[src/rtl/pipe_csel_adder_pkg.sv]
// Shared types and elaboration helpers for the pipelined carry-select adder.
// Slice count and configuration legality are derived here so every file agrees.
package pipe_csel_pkg;

    // Per-stage control record: beat valid plus the slice carry it hands on.
    typedef struct packed {
        logic v;
        logic c;
    } stage_ctl_t;

    function automatic int calc_nsl(input int width, input int blk);
        return (blk > 0) ? (width / blk) : 0;
    endfunction

    function automatic bit csel_cfg_ok(input int width, input int blk);
        return (blk > 0) && (width >= blk) && ((width % blk) == 0);
    endfunction

endpackage

[src/rtl/pipe_csel_adder_if.sv]
// Operand/result stream bundle for pipe_csel_adder.
// The producer/consumer side uses master, the adder uses slave.
interface pipe_csel_adder_if #(
    parameter int WIDTH = 16
) ();
    logic             in_valid;
    logic             in_ready;
    logic [WIDTH-1:0] a;
    logic [WIDTH-1:0] b;
    logic             cin;
    logic             sub;
    logic             out_valid;
    logic             out_ready;
    logic [WIDTH-1:0] sum;
    logic             cout;
    logic             ovf;

    modport master (
        output in_valid, a, b, cin, sub, out_ready,
        input  in_ready, out_valid, sum, cout, ovf
    );

    modport slave (
        input  in_valid, a, b, cin, sub, out_ready,
        output in_ready, out_valid, sum, cout, ovf
    );
endinterface

[src/rtl/pipe_csel_adder_rca_block.sv]
// BLK-bit ripple-carry adder built from full_adder cells; also exposes the
// carry into its MSB so the last slice can form signed overflow.
module full_adder (
    input  logic a,
    input  logic b,
    input  logic cin,
    output logic sum,
    output logic cout
);
    assign sum  = a ^ b ^ cin;
    assign cout = (a & b) | (cin & (a ^ b));
endmodule

module rca_block #(
    parameter int BLK = 4
) (
    input  logic [BLK-1:0] a,
    input  logic [BLK-1:0] b,
    input  logic           cin,
    output logic [BLK-1:0] sum,
    output logic           cout,
    output logic           cmsb
);
    logic [BLK:0] c_s;

    assign c_s[0] = cin;

    for (genvar i = 0; i < BLK; i++) begin : g_bit
        full_adder u_fa (
            .a    (a[i]),
            .b    (b[i]),
            .cin  (c_s[i]),
            .sum  (sum[i]),
            .cout (c_s[i+1])
        );
    end

    assign cout = c_s[BLK];
    assign cmsb = c_s[BLK-1];
endmodule

[src/rtl/pipe_csel_adder.sv]
// Pipelined carry-select adder/subtractor: one register stage per BLK-bit slice,
// operands skewed so slice k is resolved in stage k, stream handshake on both sides.
module pipe_csel_adder
    import pipe_csel_pkg::*;
#(
    parameter int WIDTH = 16,
    parameter int BLK   = 4
) (
    input  logic              clk,
    input  logic              rst_n,
    pipe_csel_adder_if.slave  bus
);
    localparam int NSL = calc_nsl(WIDTH, BLK);

    if (!csel_cfg_ok(WIDTH, BLK)) begin : g_bad_cfg
        $error("pipe_csel_adder: WIDTH must be a positive multiple of BLK");
    end

    logic             en_s;
    logic [WIDTH-1:0] b_eff_s;
    logic             cin_eff_s;

    // Stage registers; operand copies are pre-shifted so the next slice sits at bit 0.
    stage_ctl_t       ctl_r [NSL];
    logic [WIDTH-1:0] res_r [NSL];
    logic [WIDTH-1:0] opa_r [NSL];
    logic [WIDTH-1:0] opb_r [NSL];
    logic             ovf_r;

    logic [WIDTH-1:0] opa_in_s  [NSL];
    logic [WIDTH-1:0] opb_in_s  [NSL];
    logic [WIDTH-1:0] res_in_s  [NSL];
    logic [WIDTH-1:0] res_nxt_s [NSL];
    logic             c_in_s    [NSL];
    logic             c_nxt_s   [NSL];
    logic             v_in_s    [NSL];
    logic             ovf_nxt_s;

    assign en_s      = !ctl_r[NSL-1].v | bus.out_ready;
    assign b_eff_s   = bus.sub ? ~bus.b : bus.b;
    assign cin_eff_s = bus.sub ? 1'b1 : bus.cin;

    for (genvar k = 0; k < NSL; k++) begin : g_stage
        logic [BLK-1:0]   s0_s;
        logic [BLK-1:0]   s1_s;
        logic             c0_s;
        logic             c1_s;
        logic             m0_s;
        logic             m1_s;
        logic [BLK-1:0]   sel_s;
        logic [WIDTH-1:0] slice_s;

        if (k == 0) begin : g_first
            assign opa_in_s[k] = bus.a;
            assign opb_in_s[k] = b_eff_s;
            assign c_in_s[k]   = cin_eff_s;
            assign res_in_s[k] = {WIDTH{1'b0}};
            assign v_in_s[k]   = bus.in_valid & en_s;
        end else begin : g_next
            assign opa_in_s[k] = opa_r[k-1];
            assign opb_in_s[k] = opb_r[k-1];
            assign c_in_s[k]   = ctl_r[k-1].c;
            assign res_in_s[k] = res_r[k-1];
            assign v_in_s[k]   = ctl_r[k-1].v;
        end

        rca_block #(.BLK(BLK)) u_rca0 (
            .a    (opa_in_s[k][BLK-1:0]),
            .b    (opb_in_s[k][BLK-1:0]),
            .cin  (1'b0),
            .sum  (s0_s),
            .cout (c0_s),
            .cmsb (m0_s)
        );

        rca_block #(.BLK(BLK)) u_rca1 (
            .a    (opa_in_s[k][BLK-1:0]),
            .b    (opb_in_s[k][BLK-1:0]),
            .cin  (1'b1),
            .sum  (s1_s),
            .cout (c1_s),
            .cmsb (m1_s)
        );

        // The incoming carry picks between the two precomputed slice results.
        assign sel_s        = c_in_s[k] ? s1_s : s0_s;
        assign c_nxt_s[k]   = c_in_s[k] ? c1_s : c0_s;
        assign slice_s      = WIDTH'(sel_s);
        assign res_nxt_s[k] = res_in_s[k] | (slice_s << (k * BLK));

        if (k == NSL - 1) begin : g_last
            assign ovf_nxt_s = (c_in_s[k] ? m1_s : m0_s) ^ c_nxt_s[k];
        end
    end

    // Whole pipe advances together; a stalled output freezes every stage.
    always_ff @(posedge clk or negedge rst_n) begin
        if (!rst_n) begin
            for (int k = 0; k < NSL; k++) begin
                ctl_r[k] <= '{v: 1'b0, c: 1'b0};
                res_r[k] <= {WIDTH{1'b0}};
                opa_r[k] <= {WIDTH{1'b0}};
                opb_r[k] <= {WIDTH{1'b0}};
            end
            ovf_r <= 1'b0;
        end else if (en_s) begin
            for (int k = 0; k < NSL; k++) begin
                ctl_r[k] <= '{v: v_in_s[k], c: c_nxt_s[k]};
                res_r[k] <= res_nxt_s[k];
                opa_r[k] <= opa_in_s[k] >> BLK;
                opb_r[k] <= opb_in_s[k] >> BLK;
            end
            ovf_r <= ovf_nxt_s;
        end
    end

    assign bus.in_ready  = en_s;
    assign bus.out_valid = ctl_r[NSL-1].v;
    assign bus.sum       = res_r[NSL-1];
    assign bus.cout      = ctl_r[NSL-1].c;
    assign bus.ovf       = ovf_r;
endmodule

[src/flat_wrapper.sv]
// flat-port wrapper written by rule: the top's interface ports become plain ports
module pipe_csel_adder_flat import pipe_csel_pkg::*;
#(
    parameter int WIDTH = 16,
    parameter int BLK   = 4
)
  (clk, rst_n, bus_in_valid, bus_a, bus_b, bus_cin, bus_sub, bus_out_ready, bus_in_ready, bus_out_valid, bus_sum, bus_cout, bus_ovf);
  pipe_csel_adder_if #(.WIDTH(WIDTH)) bus_i ();
  input  logic clk;
  input  logic rst_n;
  input wire logic [$bits(bus_i.in_valid)-1:0] bus_in_valid;
  input wire logic [$bits(bus_i.a)-1:0] bus_a;
  input wire logic [$bits(bus_i.b)-1:0] bus_b;
  input wire logic [$bits(bus_i.cin)-1:0] bus_cin;
  input wire logic [$bits(bus_i.sub)-1:0] bus_sub;
  input wire logic [$bits(bus_i.out_ready)-1:0] bus_out_ready;
  output wire logic [$bits(bus_i.in_ready)-1:0] bus_in_ready;
  output wire logic [$bits(bus_i.out_valid)-1:0] bus_out_valid;
  output wire logic [$bits(bus_i.sum)-1:0] bus_sum;
  output wire logic [$bits(bus_i.cout)-1:0] bus_cout;
  output wire logic [$bits(bus_i.ovf)-1:0] bus_ovf;
  assign bus_i.in_valid = bus_in_valid;
  assign bus_i.a = bus_a;
  assign bus_i.b = bus_b;
  assign bus_i.cin = bus_cin;
  assign bus_i.sub = bus_sub;
  assign bus_i.out_ready = bus_out_ready;
  assign bus_in_ready = bus_i.in_ready;
  assign bus_out_valid = bus_i.out_valid;
  assign bus_sum = bus_i.sum;
  assign bus_cout = bus_i.cout;
  assign bus_ovf = bus_i.ovf;
  pipe_csel_adder #(.WIDTH(WIDTH), .BLK(BLK)) u_core (.clk(clk), .rst_n(rst_n), .bus(bus_i));
endmodule
[config.mk]
export PLATFORM = sky130hd
export DESIGN_NAME = pipe_csel_adder_flat
export DESIGN_NICKNAME = d
export VERILOG_FILES = /design/src/rtl/pipe_csel_adder_pkg.sv /design/src/rtl/pipe_csel_adder_if.sv /design/src/rtl/pipe_csel_adder_rca_block.sv /design/src/rtl/pipe_csel_adder.sv /design/src/flat_wrapper.sv
export SDC_FILE = /design/constraint.sdc
export NUM_CORES = 1
export LEC_CHECK = 0
export CAP_MARGIN = 20
export CORE_MARGIN = 2
export CORE_UTILIZATION = 55
export CTS_CLUSTER_SIZE = 12
export DETAILED_ROUTE_END_ITERATION = 8
export PLACE_DENSITY = 0.8
export SLEW_MARGIN = 25
export SYNTH_ARGS = -nofsm -noshare
export SYNTH_HDL_FRONTEND = slang
export SYNTH_SLANG_ARGS = --single-unit
[constraint.sdc]
create_clock -name clk -period 4.75 [get_ports clk]
set_input_delay 1.1875 -clock clk [delete_from_list [all_inputs] [get_ports clk]]
set_output_delay 1.1875 -clock clk [all_outputs]
set_load 0.02 [all_outputs]
Word-level counts from Yosys, hierarchy flattened
Cells that the tools add are included.
{ "totals": {"output_inout_bits": 20, "reg_bits": 109} }
{ "classes": {"reduce_logical": 1, "n_mux": 11, "n_bitwise": 119} }
{ "ops": {"columns": ["operator", "n"], "rows": [
  ["1-bit bitwise AND", 41],
  ["1-bit XOR", 41],
  ["1-bit OR", 29],
  ["16-bit 2-to-1 mux", 1],
  ["4-bit 2-to-1 mux", 4],
  ["16-bit inverter", 1],
  ["16-bit by 12-bit OR with 16-bit output", 1],
  ["16-bit OR", 1],
  ["4-bit by 8-bit OR with 8-bit output", 1],
  ["1-bit 2-to-1 mux", 6],
  ["1-bit inverter", 4],
  ["1-bit zero test", 1]
]} }

Longest topological paths before layout
Gate-level depths: netlist of the first run.
{ "logic_depth": {"depth_word": 11, "ltp_mapped": 11, "mapped_depth_nobuf": 11} }

By module
From an unflattened synthesis of the first run, not the netlist that was laid out.
{ "hier_totals": {"cells_unflattened": 455, "hier_area_um2": 4658.2} }
{ "by_module_without_submodules": {"columns": ["module", "n_inst", "cells_per_inst", "area_each_um2", "seq_area_each_um2"], "rows": [
  ["pipe_csel_adder", 1, 423, 4017.6, 2427.3],
  ["full_adder", 32, 1, 20.0, 0.0]
]} }

Least setup slack after synthesis of the first run
No wires, ideal clock.
{ "synth_timing": {"kind": "in2reg", "from": "input port bus_sub", "to": "register u_core.res_r, in the netlist u_core.res_in_s[35]", "path_buffers": 1, "arrival_ps": 3395, "required_time_ps": 4625, "setup_ps": 125, "path_slack_ps": 1231, "path_stages": 11, "path_cell_list": "buf_2 xor2_1 inv_1 ha_1 o21ai_0 o31ai_1 fa_1 fa_1 inv_1 fa_1 mux2_2"} }
{ "synth_via": {"elab_chain_len": 9, "elab_cells_between_ends": 21, "cone_classes": "mux: 3; bitwise: 18"} }
{ "synth_lines": {"columns": ["item", "line", "text"], "rows": [
  ["start: declaration", "flat_wrapper.sv:15", "input wire logic [$bits(bus_i.sub)-1:0] bus_sub;"],
  ["16-bit 2-to-1 mux", "pipe_csel_adder.sv:40", "assign b_eff_s = bus.sub ? ~bus.b : bus.b;"],
  ["1-bit bitwise AND / 1-bit XOR (equally long branches)", null, null],
  ["1-bit OR", "pipe_csel_adder_rca_block.sv:11", "assign cout = (a & b) | (cin & (a ^ b));"],
  ["1-bit bitwise AND", "pipe_csel_adder_rca_block.sv:11", null],
  ["1-bit OR", "pipe_csel_adder_rca_block.sv:11", null],
  ["1-bit bitwise AND", "pipe_csel_adder_rca_block.sv:11", null],
  ["1-bit OR", "pipe_csel_adder_rca_block.sv:11", null],
  ["1-bit XOR", "pipe_csel_adder_rca_block.sv:10", "assign sum = a ^ b ^ cin;"],
  ["4-bit 2-to-1 mux (*)", "pipe_csel_adder.sv:86", "assign sel_s = c_in_s[k] ? s1_s : s0_s;"],
  ["net u_core.g_stage[0].sel_s[3]", "pipe_csel_adder.sv:50", "logic [BLK-1:0] sel_s;"],
  ["end signal: indexed assignment", "pipe_csel_adder.sv:101", "res_r[k] <= {WIDTH{1'b0}};"],
  ["end signal: indexed assignment", "pipe_csel_adder.sv:109", "res_r[k] <= res_nxt_s[k];"],
  ["end: declaration", "pipe_csel_adder.sv:25", "logic [WIDTH-1:0] res_r [NSL];"]
]} }
Mark *: on every way through the listed nets, which the timed path passes. The rest lies on a longest branch.
A chain may end at the register's enable or synchronous reset.

Worst setup path in the final report of the first run
{ "layout_timing": {"from": "input port bus_out_ready", "to": "output port bus_in_ready"} }
{ "layout_via": {"elab_chain_len": 1} }
{ "layout_lines": {"columns": ["item", "line", "text"], "rows": [
  ["start: declaration", "flat_wrapper.sv:16", "input wire logic [$bits(bus_i.out_ready)-1:0] bus_out_ready;"],
  ["1-bit OR", "pipe_csel_adder.sv:39", "assign en_s = !ctl_r[NSL-1].v | bus.out_ready;"],
  ["end: declaration", "flat_wrapper.sv:17", "output wire logic [$bits(bus_i.in_ready)-1:0] bus_in_ready;"]
]} }
Every way passes these cells.

==> impl_results.md, run 1 <==
- Outcome: completed
- Leakage dissipation: ~2.4 nW
- Worst-Skew Late Latency: 360 ps
- Setup total negative slack: 0 ps
- Mapped Avg Cell Area: 15.2 um^2
- Clk slew on worst S/H paths: 90 ps
- Met1 wire length: around 3.2 mm
- DIE HEIGHT: 93.9 um
- Synthesized area: 4440 um^2
- Cts bufs inserted: 9
- Final Critical Period: 3890 ps
- Nets@finish: 409
- Fraction of synthesized cell area in xor and xnor cells: 0.0394
- Synth cell types: 26
- Final hold violations: 0
- Port bufs: 57
- Top_reg_cell synth: dfrtp_1
- Arrival time of the worst setup path: 2700 ps
- Mux contribution to synthesized area: 0.240
- Most frequent cell after synthesis: dfrtp_1
- Worst Hold Path EP: u_core.bus.out_valid$_DFFE_PN0N_
- First-pass GRT wire length: 11.8 mm
- Routed Wire Length: 6.94 mm
- Initial antenna violation count: 0
- Largest net degree at the start of global routing: 77
- Area contributors post-synth: dfrtp_1 (55%), mux2_2 (15%), mux2_4 (8.8%)
- Row cnt: 32
- Main combinational cell family by area after synthesis: multiplexers
- Area Overhead vs Synth: 19.0%
- Routed Antenna Nets: 0
- Die W: 93.9 um
- Post-CTS Hold Buffers: 0
- Max cap viols: 0
- Top cells by count, synth: dfrtp_1 (97), mux2_2 (58), mux2_4 (26)
- Crit end category: primary output
- Max Clock Freq: about 260 MHz
- Post-Synth Adder-Cell Area: 0.0766
- Drt first pass iters: 4
- Worst R2R Path Depth: 11
- Drt drc: 0
- Worst-path fanout max: 11
- #FFs+latches synth: between 90 and 100
- WS Path Type: input port to primary output
- Number of synthesized flops with an enable pin: 0
- WL met2: about 3.4 mm
- CTS tree: built
- Critical R2R Capture: u_core.bus.ovf$_DFFE_PN0N_
- Uppermost routed layer: met4
- Hold depth: 1
- Worst path max stage delay: 760 ps
- Final RePlAce weighted congestion: between 0.7 and 0.8
- PD cells: 634 nW/um^2
- Yosys warnings: 0
- Clock Sinks: 97
- Synthesized Nets: between 300 and 400
- Reg2reg setup slack: about 2300 ps
- CTS H-tree depth: 3
- Via density: about 5.0
- DR WL/cell: 15.1 um
- Synth top area share: 0.547
- GR Util All Layers: 0.178
- Filler instances: 548
- Post-DP HPWL: 4.80 mm
- Final setup viols: 0
- Min-Delay Path Class: flip-flop to flip-flop
- Total gr overflow: 0
- Seq/Total Area, Yosys: 0.547
- Cell family with most CP delay: buffers and inverters
- Startpoint of the worst hold path: u_core.ctl_r[3]$_DFFE_PN0N_
- Simple-gate share of the synthesized area: 0.0240
- Crit path cell chain: clkdlybuf4s50_1, nor2b_4, inv_6, clkdlybuf4s50_1
- Final core utilization: 0.680
- VDD IR max: 0.319 mV
- CP required: 3560 ps
- Core Region: between 7000 and 8000 um^2
- Post-synthesis compound-gate area fraction: 0.0273
- Final Max Slew Viols: 0
- Initial DRC count: 31
- Slew headroom: 0.486
- CP bufs+invs: 3
- Metal3 WL: 237 um
- Yosys top cell by area: dfrtp_1
- Via count: roughly 2300
- Clk root buf: clkbuf_8
- Layout cell share with drive strength beyond 1: 0.323
- Clk_skew: around 12 ps
- Crit Reg-Reg Startpoint: u_core.opb_in_s[0]$_DFFE_PN0N_
- Mapped Cells: 293
- Least-Margin Pin Slew: 771 ps
- CTS max path bufs: 2
- Vias in the first global route: 2383
- Ys async rst share: 1.00
- Resize count post-CTS: 0
- Setup repair after global routing missed its margin: false
- Postcts setup bufs: 0
- Initial Utilization: 0.572
- Ant. Diodes: 0
- Period Utilization, post-route: 0.818
- Slowest CP cell: clkdlybuf4s50_1
- Area of the die: 8810 um^2
- Ports: 58
- Worst setup SP type: input port
- Most used cell, CP: clkdlybuf4s50_1
-- cell usage in the layout, fill, tap and decap left out, types with 4 or more instances in the layout --
| master | n |
|---|---|
| fa_1 | 12 |
| xnor2_1 | 5 |
| ha_1 | 8 |
| buf_4 | 4 |
| dfrtp_1 | 97 |
| inv_1 | 23 |
| clkdlybuf4s50_1 | 56 |
| xor2_1 | 15 |
| nor3b_1 | 9 |
| clkbuf_8 | 10 |
| mux2_4 | 26 |
| mux2_2 | 58 |
| a21oi_2 | 9 |
-- report_power, final --
part	leakage, nW	switching, mW	internal, mW
registers	1.12	0.230	1.20
clock network	0.113	0.266	0.310
logic	1.12	0.552	0.792
-- layout make-up --
| class | instances | area (um^2) | share of cell area |
|---|---|---|---|
| Clock buffer | 11 | 141 | 0.0268 |
| Clock inverter | 5 | 78.8 | 0.0149 |
| Inverter | 24 | 95.1 | 0.0180 |
| Multi-Input combinational cell | 158 | 1810 | 0.343 |
| Sequential cell | 97 | 2430 | 0.459 |
| Tap cell | 102 | 128 | 0.0242 |
| Timing Repair Buffer | 61 | 602 | 0.114 |
-- worst max path at each step --
| stage | to | cells past startpoint | startpoint |
|---|---|---|---|
| floorplan | u_core.res_in_s[35]$_DFFE_PN0N_ | 11 | bus_sub |
| global placement | u_core.res_in_s[35]$_DFFE_PN0N_ | 11 | bus_sub |
| detailed placement | u_core.res_in_s[35]$_DFFE_PN0N_ | 11 | bus_sub |
| CTS | bus_in_ready | 4 | bus_out_ready |
| global route | bus_in_ready | 4 | bus_out_ready |
| finish | bus_in_ready | 4 | bus_out_ready |
-- cells by family after synthesis --
group | count (synthesis)
AO/OA/AOI/OAI | 16
XOR/XNOR | 20
adder cells (fa/ha/maj) | 20
buffers and inverters | 38
flip-flops | 97
multiplexers | 86
AND/OR/NAND/NOR | 16
-- registers in the layout, summed over array words and instances, names as in the netlist --
signal and count:
u_core.ctl_r 3, u_core.opb_in_s 24, u_core.bus.ovf 1, u_core.bus.cout 1
u_core.c_in_s 3, u_core.bus.out_valid 1, u_core.opa_in_s 24, u_core.bus.sum 16
u_core.res_in_s 24
-- worst reg2reg max path: cells and delay by family (launching register included) --
kind                       cells  cell delay (ps)
and+or+nand+nor                1               60
muxes                          1              270
adders and majority gates      4             1190
DFF                            1              390
buffers and inverters          3              200
xor gates and xnor gates       1              170
AOI/OAI and AO/OA              1              100
-- through the flow --
stage	area, um^2	cells	worst slack [ps]	power (mW)	hold slack, ps
6_report	5280	458	862	3.35	489
5_1_grt	5280	458	790	3.58	512
4_1_cts	5280	458	822	3.39	485
3_5_place_dp	5060	442	816	2.81	457
3_3_place_gp	5060	442	839	2.74	447
2_1_floorplan	4440	293	1230	2.41	430
-- per-layer routing --
layer / GRT usage / vias up
li1: - / 1095
met1: 0.245 / 1169
met2: 0.278 / 36
met3: 0.0490 / 8
met4: 0.0543 / 0
met5: 0 / -
Note: power is estimated with default switching activity, not from simulation.
==> run 2, diff against run 1 <==
clock period = 3.77 ns   (was 4.75 ns; I/O delays follow)
==> run 2 against run 1 <==
Sequential power grew 26%. Via count increased by 1.9%. Total power increased by 24%. Non-clock buffer count is 2 higher. Utilization shrank 0.31 points. Die area unchanged. Clock power up 12%. Routed wire length grew 5.0%. Critical path depth is 7 higher. Clock skew is 4.8 ps lower. Final cell count is 0.22% higher. Cell area decreased by 0.45%. Largest power group unchanged.
==> impl_results.md, run 2 (synthesized netlist as in run 1, its figures left out) <==
- Nets@finish: 411
- Crit Reg-Reg Startpoint: u_core.opb_in_s[0]$_DFFE_PN0N_
- Leakage dissipation: between 2 and 2.5 nW
- Initial antenna violation count: 0
- Min-Delay Path Class: flip-flop to flip-flop
- GR Util All Layers: 0.186
- Largest net degree at the start of global routing: 58
- Clk slew on worst S/H paths: 90 ps
- PnR Total Power: 4.15 mW
- Layout cell share with drive strength beyond 1: 0.325
- Clk root buf: clkbuf_8
- Worst R2R Path Depth: 11
- First-pass GRT wire length: 12.4 mm
- Ant. Diodes: 0
- Finished layout cell area: 5260 um^2
- Row cnt: 32
- Period Utilization, post-route: 0.898
- Psw: 1.34 mW
- Hold depth: 1
- Worst-path fanout max: 2
- Initial DRC count: just under 100
- Least-Margin Pin Slew: 776 ps
- Drt drc: 0
- CP Depth: 11
- Area of the die: 8810 um^2
- Sequential share of power: 0.434
- Slew headroom: 0.483
- Core Region: 7770 um^2
- Final Worst Setup Slack: 385 ps
- CP bufs+invs: 3
- Worst path max stage delay: 540 ps
- Finished Layout Cells: 459
- Area Overhead vs Synth: 18.5%
- Critical R2R Capture: u_core.bus.ovf$_DFFE_PN0N_
- Worst-Skew Late Latency: ~350 ps
- Final Max Slew Viols: 0
- Via density: 5.12
- CTS max path bufs: 2
- Initial Utilization: 0.572
- Port bufs: 57
- Cts bufs inserted: 9
- Total gr overflow: 0
- Cell family with most CP delay: adder cells
- Final hold violations: 0
- CTS H-tree depth: 3
- Drt first pass iters: 5
- Via count: approximately 2400
- Clk_skew: about 6.7 ps
- Setup total negative slack: 0 ps
- Resize count post-CTS: 0
- Most used cell, CP: fa_1
- Cell Area, Placed: 5070 um^2
- Final RePlAce weighted congestion: about 0.77
- Filler instances: 570
- Startpoint of the worst hold path: u_core.ctl_r[3]$_DFFE_PN0N_
- Outcome: completed
- Sw Share: 0.322
- Routed Antenna Nets: 0
- Die W: 93.9 um
- Clk pwr share: 0.155
- Dpl ws: a little under 6 ps
- DR WL/cell: approximately 16 um
- Clock Sinks: 97
- Ports: 58
- Post-DP HPWL: between 5 and 6 mm
- DIE HEIGHT: 93.9 um
- DP Cell Count: 444
- Final Critical Period: roughly 3400 ps
- Slowest CP cell: clkdlybuf4s50_1
- VDD IR max: between 0.2 and 0.3 mV
- CP required: roughly 4000 ps
- Max cap viols: 0
- Worst Hold Path EP: u_core.bus.out_valid$_DFFE_PN0N_
- Internal Pwr Total: 2.82 mW
- Routed Wire Length: 7.28 mm
- PD cells: 789 nW/um^2
- Commonest non-fill, non-tap cell in the layout: dfrtp_1
- Combinational share of power: 0.411
- Crit path cell chain: clkdlybuf4s50_1, xor2_1, inv_1, ha_1, o21ai_0, o31ai_1, fa_1, fa_1, inv_1, fa_1, mux2_2
- Worst setup SP type: input port
- Commonest cells after routing, fill and taps aside: dfrtp_1 (97), mux2_2 (58), clkdlybuf4s50_1 (56)
- Max Clock Freq: ~300 MHz
- Postcts setup bufs: 0
- Reg2reg setup slack: 1320 ps
- Setup repair after global routing missed its margin: false
- Arrival time of the worst setup path: roughly 3600 ps
- CTS tree: built
- WS Path Type: input port to flip-flop
- Final setup viols: 0
- Vias in the first global route: between 2000 and 3000
- Post-CTS Hold Buffers: 0
- Crit end category: flip-flop
-- run 2: area by class of cell --
| class | instances | area [um^2] | area share |
|---|---|---|---|
| tap | 102 | 128 | 0.0243 |
| sequential | 97 | 2430 | 0.461 |
| clock buffer | 10 | 128 | 0.0243 |
| multi-input combinational | 158 | 1810 | 0.344 |
| inverter | 24 | 95.1 | 0.0181 |
| timing repair buffer | 63 | 613 | 0.117 |
| clock inverter | 5 | 57.6 | 0.0109 |
-- run 2: routing by layer --
layer | wire, um | track usage | up-vias
li1 | - | - | 1101
met1 | 3340 | 0.251 | 1200
met2 | 3610 | 0.307 | 39
met3 | 198 | 0.0313 | 11
met4 | 127 | 0.0688 | 0
met5 | 0 | 0 | -
-- run 2: how the worst max path moves through the flow --
| stage | start | end | slack, ps |
|---|---|---|---|
| after global placement | bus_sub | u_core.res_in_s[35]$_DFFE_PN0N_ | 100 |
| after CTS | bus_sub | u_core.res_in_s[35]$_DFFE_PN0N_ | 390 |
| after floorplan | bus_sub | u_core.res_in_s[35]$_DFFE_PN0N_ | 500 |
| after global routing | bus_sub | u_core.res_in_s[35]$_DFFE_PN0N_ | 240 |
| after detailed placement | bus_sub | u_core.res_in_s[35]$_DFFE_PN0N_ | 6 |
| final | bus_sub | u_core.res_in_s[35]$_DFFE_PN0N_ | 390 |
-- run 2: stage by stage --
step / hold slack (ps) / utilization
2_1_floorplan: 430 / -
3_3_place_gp: 445 / 0.653
3_5_place_dp: 452 / 0.653
4_1_cts: 475 / 0.677
5_1_grt: 494 / 0.677
6_report: 471 / 0.677
-- run 2: power groups by stage --
stage / logic, mW / clock network (mW) / registers [mW]
floorplan: 1.18 / 0 / 1.85
global placement: 1.65 / 0 / 1.80
detailed placement: 1.73 / 0 / 1.82
CTS: 1.74 / 0.660 / 1.80
global route: 1.90 / 0.698 / 1.86
finish: 1.71 / 0.644 / 1.80
==> run 3, diff against run 2 <==
CAP_MARGIN = not set   (was 20)
==> results of run 3 <==
Same layout as run 2: the final DEF is identical, and so are final timing and power.
